<file path="src/rtl/mult_pkg.sv">
// Shared definitions for the shift-add multiplier controller and its datapath.
package mult_pkg;

    localparam int unsigned MULT_WIDTH = 32;

    typedef enum logic [2:0] {
        ST_IDLE  = 3'd0,
        ST_LOAD  = 3'd1,
        ST_ADD   = 3'd2,
        ST_SHIFT = 3'd3,
        ST_DONE  = 3'd4
    } mult_state_e;

    // Iteration counter width: one spare bit so the count can reach WIDTH without wrapping.
    function automatic int unsigned mult_cnt_width(input int unsigned width);
        return $clog2(width) + 1;
    endfunction

endpackage

</file>
<file path="src/rtl/mult_bit_counter.sv">
// Iteration counter for the multiplier controller: clear, increment, terminal-count flag.
module mult_bit_counter
    import mult_pkg::*;
#(
    parameter int unsigned WIDTH = MULT_WIDTH
) (
    input  logic Clk,
    input  logic Reset_n,
    input  logic i_clr,
    input  logic i_inc,
    output logic o_tc_c
);

    localparam int unsigned CNT_W = mult_cnt_width(WIDTH);

    logic [CNT_W-1:0] r_count;

    always_ff @(posedge Clk or negedge Reset_n) begin
        if (!Reset_n) begin
            r_count <= '0;
        end else if (i_clr) begin
            r_count <= '0;
        end else if (i_inc) begin
            r_count <= r_count + CNT_W'(1);
        end
    end

    assign o_tc_c = (r_count == CNT_W'(WIDTH - 1));

endmodule

</file>
<file path="src/rtl/mult_ctrl.sv">
// Shift-add multiplier controller driving the ACC Load/Ad/Sh strobes.
// Optional feature: define MULT_CTRL_ABORT_EN to add the Abort input.
module mult_ctrl
    import mult_pkg::*;
#(
    parameter int unsigned WIDTH = MULT_WIDTH
) (
    input  logic Clk,
    input  logic Reset_n,
    input  logic St,
    input  logic M,
`ifdef MULT_CTRL_ABORT_EN
    input  logic Abort,
`endif
    output logic Load,
    output logic Ad,
    output logic Sh,
    output logic Busy,
    output logic Done
);

    mult_state_e r_state;
    mult_state_e w_state_nxt;
    logic        w_clr;
    logic        w_inc;
    logic        w_tc;
    logic        w_abort;

`ifdef MULT_CTRL_ABORT_EN
    assign w_abort = Abort;
`else
    assign w_abort = 1'b0;
`endif

    mult_bit_counter #(
        .WIDTH (WIDTH)
    ) u_bit_counter (
        .Clk     (Clk),
        .Reset_n (Reset_n),
        .i_clr   (w_clr),
        .i_inc   (w_inc),
        .o_tc_c  (w_tc)
    );

    always_ff @(posedge Clk or negedge Reset_n) begin
        if (!Reset_n) begin
            r_state <= ST_IDLE;
        end else begin
            r_state <= w_state_nxt;
        end
    end

    // Strobes are decoded straight from state (and M) so they drop the instant reset asserts.
    always_comb begin
        w_state_nxt = r_state;
        Load        = 1'b0;
        Ad          = 1'b0;
        Sh          = 1'b0;
        Busy        = 1'b0;
        Done        = 1'b0;
        w_clr       = 1'b0;
        w_inc       = 1'b0;
        case (r_state)
            ST_IDLE: begin
                if (St) w_state_nxt = ST_LOAD;
            end
            ST_LOAD: begin
                Busy = 1'b1;
                if (w_abort) begin
                    w_state_nxt = ST_IDLE;
                end else begin
                    Load        = 1'b1;
                    w_clr       = 1'b1;
                    w_state_nxt = ST_ADD;
                end
            end
            ST_ADD: begin
                Busy = 1'b1;
                if (w_abort) begin
                    w_state_nxt = ST_IDLE;
                end else if (M) begin
                    Ad          = 1'b1;
                    w_state_nxt = ST_SHIFT;
                end else begin
                    Sh          = 1'b1;
                    w_inc       = 1'b1;
                    w_state_nxt = w_tc ? ST_DONE : ST_ADD;
                end
            end
            ST_SHIFT: begin
                Busy = 1'b1;
                if (w_abort) begin
                    w_state_nxt = ST_IDLE;
                end else begin
                    Sh          = 1'b1;
                    w_inc       = 1'b1;
                    w_state_nxt = w_tc ? ST_DONE : ST_ADD;
                end
            end
            ST_DONE: begin
                Done = 1'b1;
                if (!St) w_state_nxt = ST_IDLE;
            end
            default: begin
                w_state_nxt = ST_IDLE;
            end
        endcase
    end

endmodule

</file>
<file path="config.mk">
export PLATFORM = sky130hd
export DESIGN_NAME = mult_ctrl
export DESIGN_NICKNAME = d
export VERILOG_FILES = /design/src/rtl/mult_pkg.sv /design/src/rtl/mult_bit_counter.sv /design/src/rtl/mult_ctrl.sv
export SDC_FILE = /design/constraint.sdc
export NUM_CORES = 1
export LEC_CHECK = 0
export ABC_AREA = 1
export CORE_AREA = 2 2 39 41
export DETAILED_ROUTE_END_ITERATION = 16
export DIE_AREA = 0 0 41 43
export SETUP_SLACK_MARGIN = 0.3
export SLEW_MARGIN = 10
export SYNTH_ARGS = -nofsm -noshare
export SYNTH_HDL_FRONTEND = slang
export SYNTH_SLANG_ARGS = --single-unit
</file>
<file path="constraint.sdc">
create_clock -name Clk -period 1.51 [get_ports Clk]
set_clock_uncertainty 0.1 [all_clocks]
set_input_delay 0.2265 -clock Clk [delete_from_list [all_inputs] [get_ports Clk]]
set_output_delay 0.2265 -clock Clk [all_outputs]
set_load 0.005 [all_outputs]
</file>
After elaboration in Yosys (flattened, before gate mapping)

Index checks and enable logic that the tools add are counted.

Add/subtract/negate cells: 1
Reductions and logical operators: 4
Mux-type cells: 14
Equal/unequal tests: 7

Operators with widths:

| operator            | count |
|---|---|
| $pmux 3 s5          | 1 |
| $mux 3              | 4 |
| $mux 6              | 2 |
| $add 6x1->6 const B | 1 |
| $eq 3x2->1 const B  | 2 |
| $eq 6x5->1 const B  | 1 |
| $mux 1              | 6 |
| $ne 2x2->1 const B  | 2 |
| $eq 3x1->1 const B  | 1 |
| $eq 3x3->1 const B  | 1 |
| $logic_not 3->1     | 1 |
| $reduce_or 3->1     | 1 |
| $pmux 1 s2          | 1 |
| $reduce_and 2->1    | 1 |
| $reduce_bool 2->1   | 1 |

Register bits: 9
Input bits: 4
Output and inout port bits: 5

Depth between registers and ports, before layout

Depth in word-level cells: 4
Mapped depth: 6

Modules after synthesis

A second synthesis with hierarchy kept.

Cells, all modules: 70
Area total of the unflattened synthesis: 505.5 um^2

By module, submodules not included:

| module           | times used | cells an instance | area an instance (um^2) | seq. area each (um^2) |
|---|---|---|---|---|
| mult_bit_counter | 1          | 42                | 317.8                   | 150.1 |
| mult_ctrl        | 1          | 28                | 187.7                   | 75.1 |

Least setup slack after synthesis

OpenSTA, ideal clock, no wires.

Path kind: reg-to-reg
From: register u_bit_counter.r_count[1]
To: register r_state[1]
Arrival time: 0.972 ns
Clock period less this slack: 1.195 ns
Setup slack: 0.315 ns
Buffers on the path: 0
Stages on the path, launching flop included: 7
Cell sequence: dfrtp_1 ha_1 nand2_1 nor2_1 nand2_1 o21ai_0 nand2_1

Longest elaborated chain between the ends: 4

Ends and longest elaborated chain:

| item                   | RTL line                         | source |
|---|---|---|
| from (decl)            | mult_bit_counter.sv:16           | `logic [CNT_W-1:0] r_count;` |
| from (signal assigned) | mult_bit_counter.sv:24           | `r_count <= r_count + CNT_W'(1);` |
| $eq 6x5->1 *           | mult_bit_counter.sv:28           | `assign o_tc_c = (r_count == CNT_W'(WIDTH - 1));` |
| $mux 3 *               | mult_ctrl.sv:87, mult_ctrl.sv:97 |  |
| $mux 3                 | mult_ctrl.sv:81                  | `end else if (M) begin` |
| $pmux 3 s5 *           | mult_ctrl.sv:63                  | `case (r_state)` |
| to (signal assigned)   | mult_ctrl.sv:49                  | `r_state <= w_state_nxt;` |
| to (decl)              | mult_ctrl.sv:22                  | `mult_state_e r_state;` |

Mark *: on every way between the ends. The rest lies on a longest branch, timed or not.
A chain may end at the register's enable or synchronous reset.

Final worst setup path

From: register r_state[0]
To: output Sh

Longest elaborated chain between the ends: 2
Elaborated cells on any way between the ends: 3
Those cells by class: eq/ne: 2; mux: 1

Ends and longest elaborated chain:

| item         | RTL line        | source |
|---|---|---|
| $eq 3x2->1   | mult_ctrl.sv:63 |  |
| $pmux 1 s2 * | mult_ctrl.sv:63 |  |
| to (decl)    | mult_ctrl.sv:17 | `output logic Sh,` |

Marked as above.

==> run_results.csv <==
group,metric,value,unit
status,outcome,"finished clean",
routing,drt-wirelength-per-cell,11.7,um
global_routing,initial_antenna_violation_count,0,
placed_design,globalplace.congestion,0.805,
flow_run,maxCapViolCount,0,
timing,setup_repair_after_global_routing_missed_its_margin,"yes",
timing,timing_hold_violations_final,0,
final_layout,antenna_cells_inserted,0,
logic_synthesis,synthesis.yosys.warnings,0,
routing,detail_route.drc_violations,0,
final_layout,layout-drive-gt1-share,54.0,%
logic_synthesis,synth.cell_area,526,um^2
worst_hold_path,hold_path_class,"in2async",
global_routing,grt_overflow,0,
cts,ctsHoldBuffers,0,
cts,cts_htree_levels,1,
timing,finalSetupViolations,0,
timing,finalMaxSlewViolations,0,
cts,clock_sinks,9,
pwr,power.combinational.fraction,61.7,%
timing,final.period_utilization,96.0,%
die,die_width,41,um
logic_synthesis,synth.net_count,76,
final_layout,postLayoutCoreUtil,63.9,%
pwr,peakVddDrop,839,uV
cts,cts_buffers,3,
timing,min_period,1450,ps
global_routing,grt_pass1_wl,2.10,mm
setup_path,crit_path_end_kind,"output pin",
final_layout,commonest_non_fill_non_tap_cell_in_the_layout,"sky130_fd_sc_hd__nand2_1",
setup_path,worstSetupPathType,"reg2out",
global_routing,pin_count_of_the_biggest_net_entering_global_routing,10,
timing,max_clock_freq,690,MHz
setup_path,critical_path_start_type,"flip-flop",
cts,clock_tree.root_cell,"sky130_fd_sc_hd__clkbuf_4",
global_routing,grtUsageTotal,18.4,%
final_layout,final_net_count,106,
cts,clkSlewWorstSetupHoldPaths,60,ps
timing,maxSlewHeadroom,71.9,%
cts,clock_path_buffers,2,
die,initial_utilization,38.0,%
pwr,netSwitchingFraction,42.2,%
routing,drt_pre_antenna_iters,4,
pwr,internal_power,941,uW
routing,finalWirelength,1.35,mm
setup_path,worstPathArrival,1120,ps
logic_synthesis,ys_seq_elements,9,
routing,drt-initial-drc-count,11,
pwr,leakagePower,0.000450,uW
cts,tritoncts,"yes",
cts,worstSkewPairLatency,260,ps
pwr,share_clk_of_total_power,11.3,%
final_layout,final_design_area_no_fill,885,um^2
pwr,power_frac_seq,27.1,%
global_routing,number_of_global_route_vias_before_repair,518,
die,core,1380,um^2
placed_design,dp_hpwl,814,um
die,chipHeight,43,um
routing,route.detailed.vias_per_inst,4.67,
logic_synthesis,synthCells,71,
logic_synthesis,avgSynthCellArea,7.40,um^2
routing,detailroute.via_count,542,
logic_synthesis,seq_total_area_yosys,42.9,%
final_layout,layout.cells.most_common_list,"sky130_fd_sc_hd__nand2_1, sky130_fd_sc_hd__buf_6, sky130_fd_sc_hd__buf_4, sky130_fd_sc_hd__inv_1, sky130_fd_sc_hd__dfrtp_1",
final_layout,area_growth,68.3,%
placed_design,io_buffer_count,8,
routing,ant_nets,0,
logic_synthesis,yosys.cell_types.count,16,
die,floorplan.io_pins,9,
die,rows,14,
pwr,power.net_switching,686,uW
placed_design,dpl_cell_area,678,um^2
pwr,power_density,1840,nW/um^2
setup_path,cp_data_required_time,1180,ps
setup_path,critical_path.max_fanout,4,
die,die_area,1760,um^2
timing,transition_time_at_the_pin_with_the_least_slew_margin,421,ps
cell families (layout without fill, tap and decap cells):
| kind of cell | after synthesis | after routing | share of synthesized area, % |
|---|---|---|---|
| buffers and inverters | 13 | 42 | 9.29 |
| adders and majority gates | 1 | 1 | 2.38 |
| AOI/OAI and AO/OA | 10 | 10 | 9.52 |
| and+or+nand+nor | 38 | 38 | 36.0 |
| DFF | 9 | 9 | 42.9 |
synthesized netlist by cell type (all sizes together):
master / count / area, um^2
nand2: 20 / 80.1
inv: 13 / 48.8
nor2: 11 / 65.1
dfrtp: 9 / 225
o21ai: 8 / 40.0
nand3: 3 / 20.0
nand4: 3 / 18.8
a21oi: 2 / 10.0
ha: 1 / 12.5
nor3: 1 / 5.00
final timing paths:
path                                          startpoint                  endpoint  slack [ps]  cells past startpoint
worst min-delay path                             Reset_n  u_bit_counter.r_count[1]         170                      1
worst max-delay path                          r_state[0]                        Sh          60                      4
max in group asynchronous                        Reset_n                r_state[0]         820                      1
worst max register to register                r_state[0]  u_bit_counter.r_count[3]         100                      7
worst min register to register  u_bit_counter.r_count[4]  u_bit_counter.r_count[4]         440                      2
min in group Clk                u_bit_counter.r_count[4]  u_bit_counter.r_count[4]         440                      2
state kept, by name, summed over array words and instances (netlist names):
signal,count
r_state,3
u_bit_counter.r_count,6
power groups by stage:
stage	Combinational (uW)	Sequential [uW]	Clock [uW]
2_1_floorplan	404	412	0
3_3_place_gp	620	424	0
3_5_place_dp	625	426	0
4_1_cts	888	433	195
5_1_grt	1100	450	213
6_report	1000	440	183
layer usage:
metal,up-vias,track usage (%),part of all wire [%]
li1,281,-,-
met1,252,20.2,43
met2,9,30.3,54
met3,0,3.14,3.1
met4,0,12.0,0
met5,-,0,0
area by class of cell:
cell class                      instances  area [um^2]
Tap cell                               16         20.0
Multi-Input combinational cell         49          338
Clock buffer                            4         26.3
Sequential cell                         9          228
Fill cell                             115          499
Timing Repair Buffer                   25          224
Inverter                               13         48.8
timing repair:
item | CTS | global route
gates resized for setup | 50 | 8
pin swaps | 12 | 5
endpoints found under the setup margin | 12 | 14
setup buffers | 9 | 1
critical path, cell delays in order, from the launching register on:
cell and delay [ps]:
sky130_fd_sc_hd__dfrtp_2 410, sky130_fd_sc_hd__buf_6 130, sky130_fd_sc_hd__nor2_4 170, sky130_fd_sc_hd__nor2_8 40
sky130_fd_sc_hd__buf_6 110
through the flow:
| step | instances | hold slack [ps] | worst slack, ps | setup TNS [ps] | total power, uW |
|---|---|---|---|---|---|
| 6_report | 116 | 170 | 60.1 | 0 | 1630 |
| 5_1_grt | 116 | 190 | 9.91 | 0 | 1760 |
| 4_1_cts | 115 | 171 | 43.6 | 0 | 1520 |
| 3_5_place_dp | 102 | 390 | -262 | -641 | 1050 |
| 3_3_place_gp | 102 | 383 | -261 | -619 | 1040 |
| 2_1_floorplan | 71 | -169 | 315 | 0 | 816 |
Note: power is estimated with default switching activity, not from simulation.
